--- src/rtl/scan_decoder.sv ---
// Registered one-hot decoder with latched direct selection and an
// automatic scan mode that walks the active channel with a dwell time.
module scan_decoder #(
    parameter int SEL_W  = 2,
    parameter int HOLD_W = 4
) (
    input  logic                    clk,
    input  logic                    rst_n,
    input  logic                    enable,
    input  logic                    mode,
    input  logic [SEL_W-1:0]        in,
    input  logic                    in_valid,
    input  logic [HOLD_W-1:0]       hold,
    output logic [(2**SEL_W)-1:0]   out,
    output logic [SEL_W-1:0]        idx,
    output logic                    wrap
);

    localparam int OUT_W = 2**SEL_W;
    localparam logic [SEL_W-1:0] LAST = '1;

    typedef enum logic [1:0] {
        IDLE   = 2'd0,
        DIRECT = 2'd1,
        SCAN   = 2'd2
    } state_t;

    state_t             state, state_n;
    logic [SEL_W-1:0]   idx_n;
    logic [HOLD_W-1:0]  cnt, cnt_n;
    logic [OUT_W-1:0]   out_n;
    logic               wrap_n;

    always_ff @(posedge clk or negedge rst_n) begin
        if (!rst_n) begin
            state <= IDLE;
            idx   <= '0;
            cnt   <= '0;
            out   <= '0;
            wrap  <= 1'b0;
        end else begin
            state <= state_n;
            idx   <= idx_n;
            cnt   <= cnt_n;
            out   <= out_n;
            wrap  <= wrap_n;
        end
    end

    // idx and cnt deliberately survive an enable drop
    always_comb begin
        state_n = state;
        idx_n   = idx;
        cnt_n   = cnt;
        if (!enable) begin
            state_n = IDLE;
        end else begin
            unique case (state)
                IDLE: begin
                    if (mode) begin
                        state_n = SCAN;
                        idx_n   = in;
                        cnt_n   = hold;
                    end else if (in_valid) begin
                        state_n = DIRECT;
                        idx_n   = in;
                    end
                end
                DIRECT: begin
                    if (mode) begin
                        state_n = SCAN;
                        cnt_n   = hold;
                    end else if (in_valid) begin
                        idx_n = in;
                    end
                end
                SCAN: begin
                    if (!mode) begin
                        state_n = DIRECT;
                        if (in_valid)
                            idx_n = in;
                    end else if (cnt == '0) begin
                        idx_n = idx + 1'b1;
                        cnt_n = hold;
                    end else begin
                        cnt_n = cnt - 1'b1;
                    end
                end
                default: state_n = IDLE;
            endcase
        end
    end

    // out is built from the next index only, so it is never two-hot
    always_comb begin
        out_n = '0;
        if (state_n != IDLE)
            out_n[idx_n] = 1'b1;
        wrap_n = enable && (state == SCAN) && mode
               && (cnt == '0) && (idx == LAST);
    end

endmodule
--- config.mk ---
export PLATFORM = sky130hd
export DESIGN_NAME = scan_decoder
export DESIGN_NICKNAME = d
export VERILOG_FILES = /design/src/rtl/scan_decoder.sv
export SDC_FILE = /design/constraint.sdc
export NUM_CORES = 1
export LEC_CHECK = 0
export ABC_AREA = 1
export ABC_CLOCK_PERIOD_IN_PS = 1200
export BUFFER_PORTS_ARGS = -buffer_cell sky130_fd_sc_hd__buf_4
export CELL_PAD_IN_SITES_DETAIL_PLACEMENT = 1
export CELL_PAD_IN_SITES_GLOBAL_PLACEMENT = 2
export CORE_MARGIN = 4
export CORE_UTILIZATION = 25
export CTS_CLUSTER_DIAMETER = 60
export DETAILED_ROUTE_END_ITERATION = 8
export PLACE_DENSITY = 0.72
export SLEW_MARGIN = 20
export SYNTH_ARGS = -nofsm -noshare
export SYNTH_HDL_FRONTEND = slang
export SYNTH_SLANG_ARGS = --single-unit
--- constraint.sdc ---
create_clock -name clk -period 1.2 [get_ports clk]
set_input_delay 0.18 -clock clk [delete_from_list [all_inputs] [get_ports clk]]
set_output_delay 0.18 -clock clk [all_outputs]
set_load 0.02 [all_outputs]
### Word level (Yosys, flattened, before mapping)

Cells that the tools add are included.
Widths: inputs -> output; s select.

* input bits: 11
* register bits after elaboration: 13
* output and inout bits: 7
* word-level logic and storage cells: 45

* reduce and logical (&&, ||, !) cells: 11
* add/sub/neg operators: 2
* multiplexer cells: 20
* magnitude comparators: 2
* equality and inequality tests: 5

Operators with widths (number)
* $mux 2: 11
* $mux 4: 4
* $pmux 2 s3: 2
* $pmux 4 s2: 1
* $logic_and 1x1->1: 5
* $eq 2x2->1 const B: 2
* $logic_not 4->1: 1
* $reduce_and 4->1: 1
* $reduce_bool 2->1: 2
* $sub 4x1->4 const B: 1
* $lt 2x3->1 const B: 1
* $add 2x1->2 const B: 1
* $demux 1 s2: 1
* $eq 2x1->1 const B: 1
* $ge 2x1->1 const B: 1
* $logic_not 2->1: 1
* $ne 2x1->1 const B: 1
* $ne 2x2->1 const B: 1
* $reduce_or 2->1: 1
* $mux 1: 1

### Logic depth before layout (Yosys ltp)

Gate-level depths: netlist of run 1.

* depth after elaboration: 10
* mapped depth: 11
* gate-level depth less buffers: 11

### Worst setup path before layout of run 1

Ideal clock, no wire load.

* kind: flip-flop to flip-flop
* from: register idx[0]
* to: register out[1]
* data required time: 1.131 ns
* buffers on the path: 0
* arrival time: 1.355 ns
* library setup time: 0.069 ns
* slack: -0.224 ns
* stages on the path, launching flop included: 11
* path through: dfrtp_1 > ha_1 > inv_1 > nand3_1 > nand3_1 > nand2_1 > nand2_1 > clkinv_1 > nor2_1 > nor2_2 > nor2_2

* longest elaborated chain between the ends: 10
* elaborated cells on any way between the ends: 14
* those cells by class: add/sub: 1; order compare: 2; mux: 10; reduce/logical: 1

RTL lines
* start: declaration: RTL line 15 `output logic [SEL_W-1:0] idx,`
* start signal: assignment: RTL line 43 `idx <= idx_n;`
* $add 2x1->2 *: RTL line 83 `idx_n = idx + 1'b1;`
* $mux 2 *: RTL line 82 `end else if (cnt == '0) begin`
* $mux 2 *: RTL line 78 `if (!mode) begin`
* $pmux 2 s3 *: RTL line 58 `unique case (state)`
* $mux 2 *: RTL line 55 `if (!enable) begin`
* via idx_n[1]: RTL line 29 `logic [SEL_W-1:0] idx_n;`
* $lt 2x3->1 (not written as such) or $ge 2x1->1 (tied branches): RTL line 98 `out_n[idx_n] = 1'b1;`
* $logic_and 1x1->1 (not written as such): RTL line 98
* $mux 1 (not written as such): RTL line 98
* $demux 1 s2 *: RTL line 98
* $mux 4 *: RTL line 97 `if (state_n != IDLE)`
* via out_n[1]: RTL line 31 `logic [OUT_W-1:0] out_n;`
* end signal: assignment: RTL line 45 `out <= out_n;`
* end: declaration: RTL line 14 `output logic [(2**SEL_W)-1:0] out,`

Mark *: on every way through the listed nets, which the timed path passes. The rest lies on a longest branch.
A chain may end at the register's enable or synchronous reset.

### Final worst setup path of run 1

* from: register idx[1]
* to: register out[0]

* longest elaborated chain between the ends: 10
* elaborated cells on any way between the ends: 14
* those cells by class: add/sub: 1; order compare: 2; mux: 10; reduce/logical: 1

RTL lines (RTL line)
* $add 2x1->2: 83
* $mux 2: 82
* $mux 2: 78
* $pmux 2 s3: 58
* $mux 2 *: 55
* via idx_n[1]: 29
* $lt 2x3->1 (not written as such) or $ge 2x1->1 (tied branches): 98
* $logic_and 1x1->1 (not written as such): 98
* $mux 1 (not written as such): 98
* $demux 1 s2 *: 98
* $mux 4 *: 97
* via out_n[0]: 31

Marked as above.

==> results of run 1 <==
flip-flops by register name, indices dropped and copies added, names as in the netlist:
| signal | flops |
|---|---|
| cnt | 4 |
| idx | 2 |
| out | 4 |
| state | 2 |
| wrap | 1 |
per-layer routing:
layer | part of all wire, % | vias to the layer above
li1 | - | 429
met1 | 45 | 412
met2 | 51 | 14
met3 | 4.0 | 0
met4 | 0 | 0
met5 | 0 | -
final cells by class:
type,count,area (sq um)
repair buffers,39,326.6
fillers,357,1524
multi-input cells,79,536.8
clock inverters,1,5.005
flip-flops and latches,13,330.3
clock buffers,3,22.52
inverters,17,68.82
well taps,31,38.79
power breakdown:
| group | leakage [nW] | internal, W | switching (W) |
|---|---|---|---|
| combinational | 0.480 | 0.000336 | 0.000366 |
| sequential | 0.161 | 0.000492 | 0.0000451 |
| clock | 0.0177 | 0.000124 | 0.000146 |
| total | 0.658 | 0.000951 | 0.000556 |
worst min path at each step:
stage | start | endpoint | slack, ns | cells after the start
finish | mode | state[0] | 0.12 | 2
global route | mode | state[0] | 0.12 | 2
CTS | mode | state[0] | 0.12 | 2
detailed placement | rst_n | cnt[3] | 0.04 | 1
global placement | rst_n | out[1] | 0.03 | 1
floorplan | rst_n | cnt[0] | -0.12 | 0
kinds of logic (layout without fill, tap and decap cells):
kind of cell,Yosys count,count (layout),synth area share [%]
XOR/XNOR,1,1,1.131
AND/OR/NAND/NOR,64,64,36.51
adder cells (fa/ha/maj),2,2,3.231
AO/OA/AOI/OAI,12,12,8.885
buffers and inverters,17,60,8.238
flip-flops,13,13,42.00
cells in the mapped netlist (all sizes together):
cell type  count
inv           16
o22ai          2
xor2           1
dfrtp         13
o211ai         1
ha             2
nor3           1
clkinv         1
a21oi          1
o21ai          7
o221ai         1
nand2         33
nor2          19
nand3         11
metrics by stage:
stage	TNS, ns	instances	power [W]	hold slack (ns)
floorplan	-0.8341	109	0.0007927	-0.1156
global placement	-1.254	173	0.001028	0.03492
detailed placement	-1.560	173	0.001041	0.03711
CTS	-1.103	183	0.001434	0.1167
global route	-1.668	183	0.001623	0.1185
finish	-0.9129	183	0.001507	0.1235
critical path: stages (launching register included):
cell,delay [ns]
sky130_fd_sc_hd__dfrtp_2,0.44
sky130_fd_sc_hd__ha_4,0.27
sky130_fd_sc_hd__inv_2,0.03
sky130_fd_sc_hd__nand3_2,0.07
sky130_fd_sc_hd__nand3_2,0.06
sky130_fd_sc_hd__nand2_2,0.06
sky130_fd_sc_hd__nand2_2,0.05
sky130_fd_sc_hd__inv_2,0.06
sky130_fd_sc_hd__nor2_4,0.03
sky130_fd_sc_hd__nor2_4,0.12
sky130_fd_sc_hd__nor2_2,0.05
repair_timing:
action | in CTS | in global routing
gates resized for setup | 26 | 34
pin swaps | 20 | 18
hold endpoints to repair | 13 | 0
cloned | 1 | 0
hold buffers | 1 | 0
endpoints found under the setup margin | 10 | 13
setup buffers | 4 | 4
==> report_table.html, run 1 <==
<table>
<tr><th>Metric</th><th>Value</th></tr>
<tr><th colspan="2">Power</th></tr>
<tr><td>Power Dens Cells</td><td>1134 nW/um^2</td></tr>
<tr><td>Leakage dissipation</td><td>0.6584 nW</td></tr>
<tr><td>Maximum ir drop on the vdd rail</td><td>0.5275 mV</td></tr>
<tr><th colspan="2">Routing</th></tr>
<tr><td>Total Routed Length</td><td>2477 microns</td></tr>
<tr><td>Average wire per cell in the routed design</td><td>13.54 microns</td></tr>
<tr><td>Post-route DRC</td><td>0</td></tr>
<tr><td>Initial DRT Pass Iterations</td><td>4</td></tr>
<tr><td>Number of vias per cell</td><td>4.672</td></tr>
<tr><td>Initial drt markers</td><td>22</td></tr>
<tr><td>Vias</td><td>855</td></tr>
<tr><td>Number of routed nets with antenna violations</td><td>0</td></tr>
<tr><th colspan="2">CTS</th></tr>
<tr><td>Sink count of the clock tree</td><td>13</td></tr>
<tr><td>H-tree depth</td><td>1</td></tr>
<tr><td>Clk root buf</td><td>sky130_fd_sc_hd__clkbuf_4</td></tr>
<tr><td>Maximum buffer depth of the clock tree</td><td>2</td></tr>
<tr><td>Clock tree from TritonCTS</td><td>done</td></tr>
<tr><td>Number of buffers inserted during clock tree synthesis</td><td>3</td></tr>
<tr><td>Register clock-pin slew on the reported worst setup and hold paths</td><td>0.08 ns</td></tr>
<tr><td>Worst-Skew Late Latency</td><td>0.28 ns</td></tr>
<tr><th colspan="2">Setup path</th></tr>
<tr><td>Worst Setup EP</td><td>out[0]</td></tr>
<tr><td>Maximum net fanout on the critical path</td><td>3</td></tr>
<tr><td>Critical path required time</td><td>1.37 ns</td></tr>
<tr><td>R2R cell count</td><td>10</td></tr>
<tr><td>Sort of element at the start of the critical path</td><td>flip-flop</td></tr>
<tr><td>Type of the worst setup path</td><td>reg2reg</td></tr>
<tr><td>R2r endpoint</td><td>out[0]</td></tr>
<tr><td>Reg-to-reg setup timing slack</td><td>-0.16 ns</td></tr>
<tr><td>Critical path arrival</td><td>1.53 ns</td></tr>
<tr><td>CP Launch Point</td><td>idx[1]</td></tr>
<tr><td>Startpoint of the lowest-slack register-to-register path</td><td>idx[1]</td></tr>
<tr><td>Critical Path End Type</td><td>flip-flop</td></tr>
<tr><th colspan="2">Logic synthesis</th></tr>
<tr><td>Syn Inst Count</td><td>109</td></tr>
<tr><td>Post-synth top area cell</td><td>sky130_fd_sc_hd__dfrtp_1</td></tr>
<tr><td>Area share of the leading cell type in the synthesized netlist</td><td>42.00%</td></tr>
<tr><td>Cell area after technology mapping</td><td>774.5 sq um</td></tr>
<tr><td>Count of yosys warnings during synthesis</td><td>0</td></tr>
<tr><td>Cell types occupying the most area after synthesis</td><td>sky130_fd_sc_hd__dfrtp_1 42%, sky130_fd_sc_hd__nand2_1 15%, sky130_fd_sc_hd__nand3_1 6.5%, sky130_fd_sc_hd__inv_1 5.8%, sky130_fd_sc_hd__nor2_1 5.8%</td></tr>
<tr><td>Flop and latch count out of synthesis</td><td>13</td></tr>
<tr><td>Net count of the mapped netlist</td><td>122</td></tr>
<tr><td>Count of cell types in the netlist</td><td>19</td></tr>
<tr><td>Average size of a mapped cell</td><td>7.105 sq um</td></tr>
<tr><td>Part of the Yosys area used for sequential elements</td><td>42.00%</td></tr>
<tr><th colspan="2">Floorplan</th></tr>
<tr><td>Placeable core area</td><td>2853 sq um</td></tr>
<tr><td>Die ar.</td><td>4053 sq um</td></tr>
<tr><td>Horizontal die dimension</td><td>63.66 microns</td></tr>
<tr><td>FP Rows</td><td>19</td></tr>
<tr><td>Initial standard-cell utilization of the core</td><td>27.15%</td></tr>
<tr><td>Die Y</td><td>63.66 microns</td></tr>
<tr><td>I/O pin total</td><td>18</td></tr>
<tr><th colspan="2">Place</th></tr>
<tr><td>DP Wirelength</td><td>1833 microns</td></tr>
<tr><td>Pre-CTS setup slack</td><td>-0.2437 ns</td></tr>
<tr><td>Routability congestion estimate</td><td>0.7786</td></tr>
<tr><td>Total placed instance area</td><td>1066 sq um</td></tr>
<tr><td>Port bufs</td><td>17</td></tr>
<tr><th colspan="2">STA</th></tr>
<tr><td>Number of setup violations in the final report</td><td>8</td></tr>
<tr><td>Headroom to the max-slew limit</td><td>80.23%</td></tr>
<tr><td>Fin crit share</td><td>113.5%</td></tr>
<tr><td>RSZ-0062 raised after global routing</td><td>yes</td></tr>
<tr><td>Measured slew at the worst slew-check pin</td><td>0.2945 ns</td></tr>
<tr><td>Count of endpoints failing hold in the final timing report</td><td>0</td></tr>
<tr><td>Min setup slack post-route</td><td>-0.1617 ns</td></tr>
<tr><td>Max-slew violation count</td><td>0</td></tr>
<tr><td>Final Skew</td><td>0.004103 ns</td></tr>
<tr><td>Highest Clock Rate</td><td>734.4 MHz</td></tr>
<tr><td>Time the final worst path needs with I/O delays and setup</td><td>1.362 ns</td></tr>
<tr><th colspan="2">Final layout</th></tr>
<tr><td>Net count of the finished layout</td><td>166</td></tr>
<tr><td>Commonest cells after routing, fill and taps aside</td><td>28 x sky130_fd_sc_hd__buf_4, 18 x sky130_fd_sc_hd__nand2_1, 13 x sky130_fd_sc_hd__nand2_2</td></tr>
<tr><td>Inserted Diodes</td><td>0</td></tr>
<tr><td>Layout cells sized above 1</td><td>62.50%</td></tr>
<tr><td>Post-route cell area</td><td>1329 sq um</td></tr>
<tr><td>Most frequent standard cell in the layout excluding fill and tap cells</td><td>sky130_fd_sc_hd__buf_4</td></tr>
<tr><td>Final core utilization</td><td>46.58%</td></tr>
<tr><td>Area overhead of the layout relative to synthesis</td><td>71.57%</td></tr>
<tr><th colspan="2">GRT</th></tr>
<tr><td>Antenna violations before repair</td><td>0</td></tr>
<tr><td>Global-route usage over all layers</td><td>12.56%</td></tr>
<tr><td>Largest net degree at the start of global routing</td><td>14</td></tr>
<tr><td>Number of global-route vias before repair</td><td>931</td></tr>
<tr><td>Remaining global-route overflow</td><td>0</td></tr>
<tr><td>Wire length of the first global-routing pass</td><td>4098 microns</td></tr>
<tr><td>Busiest grt layer</td><td>met2</td></tr>
<tr><td>Met2 usage in global routing</td><td>21.64%</td></tr>
<tr><td>Met3 layer usage reported by global route</td><td>4.263%</td></tr>
<tr><td>Met1 GRT Util</td><td>15.78%</td></tr>
<tr><th colspan="2">Flow run</th></tr>
<tr><td>MaxCap Viol Count</td><td>0</td></tr>
<tr><th colspan="2">Status</th></tr>
<tr><td>Violations in the final reports</td><td>negative setup slack</td></tr>
<tr><td>Status</td><td>complete, but fails checks</td></tr>
<tr><th colspan="2">Hold path</th></tr>
<tr><td>Class of the most critical hold timing path</td><td>in2reg</td></tr>
</table>
Note: power is estimated with default switching activity, not from simulation.
==> run 2: changes to the inputs <==
--- a/config.mk
+++ b/config.mk
@@ -6,7 +6,6 @@
 export NUM_CORES = 1
 export LEC_CHECK = 0
 export ABC_AREA = 1
-export ABC_CLOCK_PERIOD_IN_PS = 1200
 export BUFFER_PORTS_ARGS = -buffer_cell sky130_fd_sc_hd__buf_4
 export CELL_PAD_IN_SITES_DETAIL_PLACEMENT = 1
 export CELL_PAD_IN_SITES_GLOBAL_PLACEMENT = 2
@@ -14,6 +13,7 @@
 export CORE_UTILIZATION = 25
 export CTS_CLUSTER_DIAMETER = 60
 export DETAILED_ROUTE_END_ITERATION = 8
+export GPL_TIMING_DRIVEN = 0
 export PLACE_DENSITY = 0.72
 export SLEW_MARGIN = 20
 export SYNTH_ARGS = -nofsm -noshare
==> run 2 against run 1 <==
Compared with the run above:
- the flow still finishes with violations (negative setup slack)
- non-clock buffer count fell by 7
- global-route usage decreased by 0.46 points
- flip-flop and latch count unchanged
- critical path depth shrank 2
- cell count down 3.8%
- final area is 7.1% lower
- die area unchanged
==> report_table.html, run 2 (synthesized netlist as in run 1, its figures left out) <==
<table>
<tr><th>Metric</th><th>Value</th></tr>
<tr><th colspan="2">Setup path</th></tr>
<tr><td>Reg-to-reg setup timing slack</td><td>-0.15 ns</td></tr>
<tr><td>Maximum net fanout on the critical path</td><td>5</td></tr>
<tr><td>R2r endpoint</td><td>out[2]</td></tr>
<tr><td>R2R cell count</td><td>8</td></tr>
<tr><td>Critical path required time</td><td>1.38 ns</td></tr>
<tr><td>Critical Path End Type</td><td>flip-flop</td></tr>
<tr><td>Sort of element at the start of the critical path</td><td>flip-flop</td></tr>
<tr><td>Type of the worst setup path</td><td>reg2reg</td></tr>
<tr><td>Startpoint of the lowest-slack register-to-register path</td><td>state[0]</td></tr>
<tr><td>Critical path arrival</td><td>1.53 ns</td></tr>
<tr><th colspan="2">CTS</th></tr>
<tr><td>Number of buffers inserted during clock tree synthesis</td><td>3</td></tr>
<tr><td>Clock tree from TritonCTS</td><td>done</td></tr>
<tr><td>Worst-Skew Late Latency</td><td>0.28 ns</td></tr>
<tr><td>Sink count of the clock tree</td><td>13</td></tr>
<tr><td>H-tree depth</td><td>1</td></tr>
<tr><td>Maximum buffer depth of the clock tree</td><td>2</td></tr>
<tr><td>Clk root buf</td><td>sky130_fd_sc_hd__clkbuf_4</td></tr>
<tr><td>Register clock-pin slew on the reported worst setup and hold paths</td><td>0.08 ns</td></tr>
<tr><th colspan="2">Routing</th></tr>
<tr><td>Total Routed Length</td><td>2274 microns</td></tr>
<tr><td>Post-route DRC</td><td>0</td></tr>
<tr><td>Number of routed nets with antenna violations</td><td>0</td></tr>
<tr><td>Average wire per cell in the routed design</td><td>12.92 microns</td></tr>
<tr><td>Initial DRT Pass Iterations</td><td>3</td></tr>
<tr><td>Vias</td><td>839</td></tr>
<tr><td>Number of vias per cell</td><td>4.767</td></tr>
<tr><td>Initial drt markers</td><td>7</td></tr>
<tr><th colspan="2">STA</th></tr>
<tr><td>Setup TNS Final</td><td>-1.014 ns</td></tr>
<tr><td>Headroom to the max-slew limit</td><td>77.24%</td></tr>
<tr><td>Final Skew</td><td>0.002543 ns</td></tr>
<tr><td>Max-slew violation count</td><td>0</td></tr>
<tr><td>Min setup slack post-route</td><td>-0.1495 ns</td></tr>
<tr><td>Number of setup violations in the final report</td><td>11</td></tr>
<tr><td>Highest Clock Rate</td><td>741.0 MHz</td></tr>
<tr><td>Count of endpoints failing hold in the final timing report</td><td>0</td></tr>
<tr><td>Time the final worst path needs with I/O delays and setup</td><td>1.350 ns</td></tr>
<tr><td>Hold Slack</td><td>0.1147 ns</td></tr>
<tr><td>RSZ-0062 raised after global routing</td><td>yes</td></tr>
<tr><td>Measured slew at the worst slew-check pin</td><td>0.3411 ns</td></tr>
<tr><td>Fin crit share</td><td>112.5%</td></tr>
<tr><th colspan="2">Floorplan</th></tr>
<tr><td>I/O pin total</td><td>18</td></tr>
<tr><td>Die Y</td><td>63.66 microns</td></tr>
<tr><td>Die ar.</td><td>4053 sq um</td></tr>
<tr><td>FP Rows</td><td>19</td></tr>
<tr><td>Horizontal die dimension</td><td>63.66 microns</td></tr>
<tr><td>Initial standard-cell utilization of the core</td><td>27.15%</td></tr>
<tr><td>Placeable core area</td><td>2853 sq um</td></tr>
<tr><th colspan="2">GRT</th></tr>
<tr><td>Global-route usage over all layers</td><td>12.10%</td></tr>
<tr><td>Remaining global-route overflow</td><td>0</td></tr>
<tr><td>Largest net degree at the start of global routing</td><td>14</td></tr>
<tr><td>Antenna violations before repair</td><td>0</td></tr>
<tr><td>Number of global-route vias before repair</td><td>839</td></tr>
<tr><td>Wire length of the first global-routing pass</td><td>3843 microns</td></tr>
<tr><th colspan="2">Place</th></tr>
<tr><td>Total placed instance area</td><td>945.9 sq um</td></tr>
<tr><td>DP Wirelength</td><td>1668 microns</td></tr>
<tr><td>Pre-CTS setup slack</td><td>-0.2886 ns</td></tr>
<tr><td>Port bufs</td><td>17</td></tr>
<tr><td>Number of placed cells counting well taps</td><td>157</td></tr>
<tr><td>Routability congestion estimate</td><td>0.7988</td></tr>
<tr><th colspan="2">Power</th></tr>
<tr><td>Design internal power</td><td>0.0009121 W</td></tr>
<tr><td>Clock share of power</td><td>19.3%</td></tr>
<tr><td>Combinational cell fraction of total power</td><td>43.6%</td></tr>
<tr><td>Switching power share of the total</td><td>36.86%</td></tr>
<tr><td>Power Dens Cells</td><td>1170 nW/um^2</td></tr>
<tr><td>Switching power</td><td>0.0005325 W</td></tr>
<tr><td>Maximum ir drop on the vdd rail</td><td>0.7261 mV</td></tr>
<tr><td>Leakage dissipation</td><td>0.6186 nW</td></tr>
<tr><td>Sequential Power Share</td><td>37.1%</td></tr>
<tr><th colspan="2">Status</th></tr>
<tr><td>Status</td><td>complete, but fails checks</td></tr>
<tr><td>Violations in the final reports</td><td>negative setup slack</td></tr>
<tr><th colspan="2">Final layout</th></tr>
<tr><td>Multi-input gate area in the final layout</td><td>508.0 sq um</td></tr>
<tr><td>Area overhead of the layout relative to synthesis</td><td>59.45%</td></tr>
<tr><td>Commonest cells after routing, fill and taps aside</td><td>26 x sky130_fd_sc_hd__buf_4, 18 x sky130_fd_sc_hd__nand2_1, 13 x sky130_fd_sc_hd__nand2_2</td></tr>
<tr><td>Layout cells sized above 1</td><td>55.86%</td></tr>
<tr><td>Sequential cell area</td><td>330.3 sq um</td></tr>
<tr><td>Post-route cell area</td><td>1235 sq um</td></tr>
<tr><td>Inserted Diodes</td><td>0</td></tr>
<tr><td>Post-route insts no fill</td><td>176</td></tr>
<tr><td>Most frequent standard cell in the layout excluding fill and tap cells</td><td>sky130_fd_sc_hd__buf_4</td></tr>
<tr><td>Filler cells</td><td>355</td></tr>
<tr><td>Largest registers</td><td>cnt (4), out (4)</td></tr>
<tr><td>Net count of the finished layout</td><td>159</td></tr>
<tr><th colspan="2">Hold path</th></tr>
<tr><td>Worst Min Path Start</td><td>mode</td></tr>
<tr><td>Class of the most critical hold timing path</td><td>in2reg</td></tr>
<tr><td>Hold endpoint</td><td>state[0]</td></tr>
<tr><td>Cells on Worst Hold Path</td><td>2</td></tr>
<tr><th colspan="2">Flow run</th></tr>
<tr><td>MaxCap Viol Count</td><td>0</td></tr>
</table>
-- run 2: cell types whose count changed in the layout (fill, tap and decap cells not counted), moves of 2 or more --
cell	delta
sky130_fd_sc_hd__buf_6	-4
sky130_fd_sc_hd__nor2_1	+3
sky130_fd_sc_hd__nor2_2	-3
sky130_fd_sc_hd__buf_4	-2
sky130_fd_sc_hd__nand3_1	+2
sky130_fd_sc_hd__o21ai_0	+2
-- run 2: worst max path at each step --
stage                         from      to  slack [ns]  cells after the start
after floorplan             idx[0]  out[1]       -0.19                     10
after global placement      idx[0]  out[0]       -0.26                     10
after detailed placement    cnt[0]  out[0]       -0.29                     11
after CTS                   idx[1]  out[0]       -0.20                     10
after global routing      state[1]  out[3]       -0.24                      8
final                     state[0]  out[2]       -0.15                      8
-- run 2: through the flow --
step,utilization (%),total power (W)
floorplan,-,0.0007927
global placement,33.16,0.0009310
detailed placement,33.16,0.0009421
CTS,39.82,0.001360
global route,43.29,0.001565
finish,43.29,0.001445
-- run 2: power by group through the flow --
| stage | sequential, W | combinational [W] | clock, W |
|---|---|---|---|
| 6_report | 0.000537 | 0.000630 | 0.000279 |
| 5_1_grt | 0.000545 | 0.000701 | 0.000320 |
| 4_1_cts | 0.000535 | 0.000545 | 0.000280 |
| 3_5_place_dp | 0.000540 | 0.000402 | 0 |
| 3_3_place_gp | 0.000539 | 0.000392 | 0 |
| 2_1_floorplan | 0.000561 | 0.000231 | 0 |
-- run 2: per-layer routing --
metal  vias to the layer above  part of all wire, %  GRT usage [%]
met5                         -                    0              0
met4                         0                 0.70          3.235
met3                         3                  4.5          4.796
met2                        12                   49          19.43
met1                       406                   46          14.97
li1                        418                    -              -
-- run 2: layout make-up --
cell class                 count  area share (%)
multi-input combinational     79           41.13
sequential                    13           26.75
timing repair buffer          32           21.18
inverter                      17           5.572
tap                           31           3.141
clock buffer                   3           1.824
clock inverter                 1          0.4053
-- run 2: worst max-delay path, stage by stage (launching register included) --
cell and delay, ns:
sky130_fd_sc_hd__dfrtp_2 0.47, sky130_fd_sc_hd__nand2_2 0.10, sky130_fd_sc_hd__nand2_4 0.07, sky130_fd_sc_hd__buf_4 0.13
sky130_fd_sc_hd__buf_4 0.13, sky130_fd_sc_hd__a21oi_1 0.12, sky130_fd_sc_hd__nand3_1 0.09, sky130_fd_sc_hd__nand2_1 0.09
sky130_fd_sc_hd__nor2_1 0.05
-- run 2: repair_timing --
item | CTS | global route
hold buffers | 1 | 0
cloned | 0 | 0
endpoints found under the hold margin | 13 | 0
pin swaps | 12 | 14
resized for setup | 24 | 22
endpoints found under the setup margin | 10 | 12
buffers inserted | 9 | 5
==> run 3: changes to the inputs <==
--- a/config.mk
+++ b/config.mk
@@ -9,8 +9,10 @@
 export BUFFER_PORTS_ARGS = -buffer_cell sky130_fd_sc_hd__buf_4
 export CELL_PAD_IN_SITES_DETAIL_PLACEMENT = 1
 export CELL_PAD_IN_SITES_GLOBAL_PLACEMENT = 2
+export CORE_ASPECT_RATIO = 1.2
 export CORE_MARGIN = 4
 export CORE_UTILIZATION = 25
+export CTS_BUF_LIST = sky130_fd_sc_hd__clkbuf_16
 export CTS_CLUSTER_DIAMETER = 60
 export DETAILED_ROUTE_END_ITERATION = 8
 export GPL_TIMING_DRIVEN = 0
==> run 3 against run 2 <==
Compared with the run above:
- the flow still finishes with violations (negative setup slack)
- worst hold slack better by 0.079 ns
- combinational power rose by 12%
- clock power up 120%
- die area about the same
- cell count grew 5.1%
- highest routed layer unchanged
==> report_table.html, run 3 (synthesized netlist as in run 1, its figures left out) <==
<table>
<tr><th>Metric</th><th>Value</th></tr>
<tr><th colspan="2">GRT</th></tr>
<tr><td>Wire length of the first global-routing pass</td><td>3808 microns</td></tr>
<tr><td>Met3 layer usage reported by global route</td><td>2.421%</td></tr>
<tr><td>Met2 usage in global routing</td><td>21.27%</td></tr>
<tr><td>Number of global-route vias before repair</td><td>832</td></tr>
<tr><td>Busiest grt layer</td><td>met2</td></tr>
<tr><td>Antenna violations before repair</td><td>0</td></tr>
<tr><td>Largest net degree at the start of global routing</td><td>14</td></tr>
<tr><td>Remaining global-route overflow</td><td>0</td></tr>
<tr><td>Global-route usage over all layers</td><td>12.67%</td></tr>
<tr><td>Met1 GRT Util</td><td>15.17%</td></tr>
<tr><th colspan="2">CTS</th></tr>
<tr><td>Register clock-pin slew on the reported worst setup and hold paths</td><td>0.04 ns</td></tr>
<tr><td>Clk root buf</td><td>sky130_fd_sc_hd__clkbuf_16</td></tr>
<tr><td>Number of buffers inserted during clock tree synthesis</td><td>3</td></tr>
<tr><td>Maximum buffer depth of the clock tree</td><td>2</td></tr>
<tr><td>Sink count of the clock tree</td><td>13</td></tr>
<tr><td>Worst-Skew Late Latency</td><td>0.24 ns</td></tr>
<tr><td>H-tree depth</td><td>1</td></tr>
<tr><td>Clock tree from TritonCTS</td><td>done</td></tr>
<tr><th colspan="2">Routing</th></tr>
<tr><td>Total Routed Length</td><td>2624 microns</td></tr>
<tr><td>Average wire per cell in the routed design</td><td>14.18 microns</td></tr>
<tr><td>Vias</td><td>860</td></tr>
<tr><td>Initial drt markers</td><td>13</td></tr>
<tr><td>Number of routed nets with antenna violations</td><td>0</td></tr>
<tr><td>Post-route DRC</td><td>0</td></tr>
<tr><td>Number of vias per cell</td><td>4.649</td></tr>
<tr><td>Initial DRT Pass Iterations</td><td>4</td></tr>
<tr><th colspan="2">Floorplan</th></tr>
<tr><td>Initial standard-cell utilization of the core</td><td>26.80%</td></tr>
<tr><td>I/O pin total</td><td>18</td></tr>
<tr><td>Placeable core area</td><td>2890 sq um</td></tr>
<tr><td>Die Y</td><td>68.97 microns</td></tr>
<tr><td>FP Rows</td><td>21</td></tr>
<tr><td>Horizontal die dimension</td><td>58.81 microns</td></tr>
<tr><td>Die ar.</td><td>4056 sq um</td></tr>
<tr><th colspan="2">Setup path</th></tr>
<tr><td>Cell chain of the critical path</td><td>ha_4 &gt; inv_2 &gt; nand3_2 &gt; nand3_2 &gt; nand2_2 &gt; nand2_4 &gt; inv_4 &gt; nor2_4 &gt; nor2_4 &gt; nor2_2</td></tr>
<tr><td>Reg-to-reg setup timing slack</td><td>-0.15 ns</td></tr>
<tr><td>Critical Path End Type</td><td>flip-flop</td></tr>
<tr><td>Worst Setup EP</td><td>out[0]</td></tr>
<tr><td>R2R cell count</td><td>10</td></tr>
<tr><td>Critical Path Max Stage Delay</td><td>0.44 ns</td></tr>
<tr><td>Startpoint of the lowest-slack register-to-register path</td><td>idx[0]</td></tr>
<tr><td>Cell with the biggest individual delay on the critical path</td><td>sky130_fd_sc_hd__dfrtp_2</td></tr>
<tr><td>Maximum net fanout on the critical path</td><td>3</td></tr>
<tr><td>R2r endpoint</td><td>out[0]</td></tr>
<tr><td>Critical path arrival</td><td>1.48 ns</td></tr>
<tr><td>Critical path required time</td><td>1.33 ns</td></tr>
<tr><td>CP Launch Point</td><td>idx[0]</td></tr>
<tr><td>Type of the worst setup path</td><td>reg2reg</td></tr>
<tr><td>Sort of element at the start of the critical path</td><td>flip-flop</td></tr>
<tr><th colspan="2">Final layout</th></tr>
<tr><td>Layout cells sized above 1</td><td>62.25%</td></tr>
<tr><td>Area overhead of the layout relative to synthesis</td><td>77.87%</td></tr>
<tr><td>Most frequent standard cell in the layout excluding fill and tap cells</td><td>sky130_fd_sc_hd__buf_4</td></tr>
<tr><td>Net count of the finished layout</td><td>165</td></tr>
<tr><td>Inserted Diodes</td><td>0</td></tr>
<tr><td>Commonest cells after routing, fill and taps aside</td><td>31 x sky130_fd_sc_hd__buf_4, 16 x sky130_fd_sc_hd__nand2_1, 14 x sky130_fd_sc_hd__nand2_2</td></tr>
<tr><td>Post-route cell area</td><td>1378 sq um</td></tr>
<tr><td>Largest registers</td><td>cnt (4), out (4)</td></tr>
<tr><td>Final core utilization</td><td>47.66%</td></tr>
<tr><th colspan="2">Power</th></tr>
<tr><td>Leakage dissipation</td><td>0.6821 nW</td></tr>
<tr><td>Maximum ir drop on the vdd rail</td><td>1.104 mV</td></tr>
<tr><td>Power Dens Cells</td><td>1362 nW/um^2</td></tr>
<tr><th colspan="2">STA</th></tr>
<tr><td>Time the final worst path needs with I/O delays and setup</td><td>1.348 ns</td></tr>
<tr><td>Fin crit share</td><td>112.4%</td></tr>
<tr><td>Number of setup violations in the final report</td><td>12</td></tr>
<tr><td>Final Skew</td><td>0.001043 ns</td></tr>
<tr><td>Min setup slack post-route</td><td>-0.1482 ns</td></tr>
<tr><td>Measured slew at the worst slew-check pin</td><td>0.2957 ns</td></tr>
<tr><td>Count of endpoints failing hold in the final timing report</td><td>0</td></tr>
<tr><td>Max-slew violation count</td><td>0</td></tr>
<tr><td>Headroom to the max-slew limit</td><td>80.08%</td></tr>
<tr><td>RSZ-0062 raised after global routing</td><td>yes</td></tr>
<tr><td>Highest Clock Rate</td><td>741.7 MHz</td></tr>
<tr><th colspan="2">Place</th></tr>
<tr><td>Total placed instance area</td><td>949.7 sq um</td></tr>
<tr><td>Routability congestion estimate</td><td>0.7002</td></tr>
<tr><td>DP Wirelength</td><td>1596 microns</td></tr>
<tr><td>Port bufs</td><td>17</td></tr>
<tr><th colspan="2">Hold path</th></tr>
<tr><td>Class of the most critical hold timing path</td><td>in2reg</td></tr>
<tr><td>Cells on Worst Hold Path</td><td>2</td></tr>
<tr><th colspan="2">Status</th></tr>
<tr><td>Status</td><td>complete, but fails checks</td></tr>
<tr><td>Violations in the final reports</td><td>negative setup slack</td></tr>
<tr><th colspan="2">Flow run</th></tr>
<tr><td>MaxCap Viol Count</td><td>0</td></tr>
</table>
[run 3: worst min path at each step]
| stage | slack [ns] | end | start |
|---|---|---|---|
| after global routing | 0.20 | state[0] | mode |
| final | 0.19 | state[0] | mode |
| after CTS | 0.17 | state[0] | mode |
| after detailed placement | 0.04 | cnt[3] | rst_n |
| after floorplan | -0.12 | cnt[0] | rst_n |
| after global placement | 0.04 | cnt[3] | rst_n |
[run 3: power by group]
group | switching [W] | total (W) | internal [W]
sequential | 0.0000504 | 0.000544 | 0.000494
combinational | 0.000366 | 0.000705 | 0.000339
clock | 0.000187 | 0.000627 | 0.000440
total | 0.000604 | 0.00188 | 0.00127
[run 3: through the flow]
step / hold WS, ns / setup slack [ns] / power, W / instances / TNS, ns
6_report: 0.1936 / -0.1482 / 0.001876 / 185 / -1.038
5_1_grt: 0.2032 / -0.2718 / 0.002001 / 185 / -2.076
4_1_cts: 0.1678 / -0.1963 / 0.001703 / 170 / -1.338
3_5_place_dp: 0.03858 / -0.2902 / 0.0009379 / 160 / -1.845
3_3_place_gp: 0.03640 / -0.2771 / 0.0009313 / 160 / -1.768
2_1_floorplan: -0.1156 / -0.1923 / 0.0007927 / 109 / -0.8341
[run 3: metal layers]
layer / vias up / routed length, microns
met4: 0 / 51
met2: 14 / 1406
met5: - / 0
met3: 5 / 90
met1: 414 / 1076
li1: 427 / -
[run 3: cell type report]
| class | count | area [sq um] |
|---|---|---|
| Fill cell | 362 | 1513 |
| Clock buffer | 3 | 75.07 |
| Inverter | 17 | 71.32 |
| Multi-Input combinational cell | 79 | 544.3 |
| Clock inverter | 1 | 3.754 |
| Tap cell | 34 | 42.54 |
| Sequential cell | 13 | 330.3 |
| Timing Repair Buffer | 38 | 310.3 |
[run 3: critical path, delay by kind of cell, from the launching register on]
family | cells | cell delay, ns
and+or+nand+nor | 7 | 0.44
adders and majority gates | 1 | 0.27
DFF | 1 | 0.44
buffers and inverters | 2 | 0.08
[run 3: timing repair]
item / in CTS / in global routing
resized for setup: 18 / 38
endpoints found under the setup margin: 10 / 11
buffers inserted: 5 / 15
hold buffers: 1 / 0
endpoints found under the hold margin: 13 / 0
pin swaps: 9 / 23
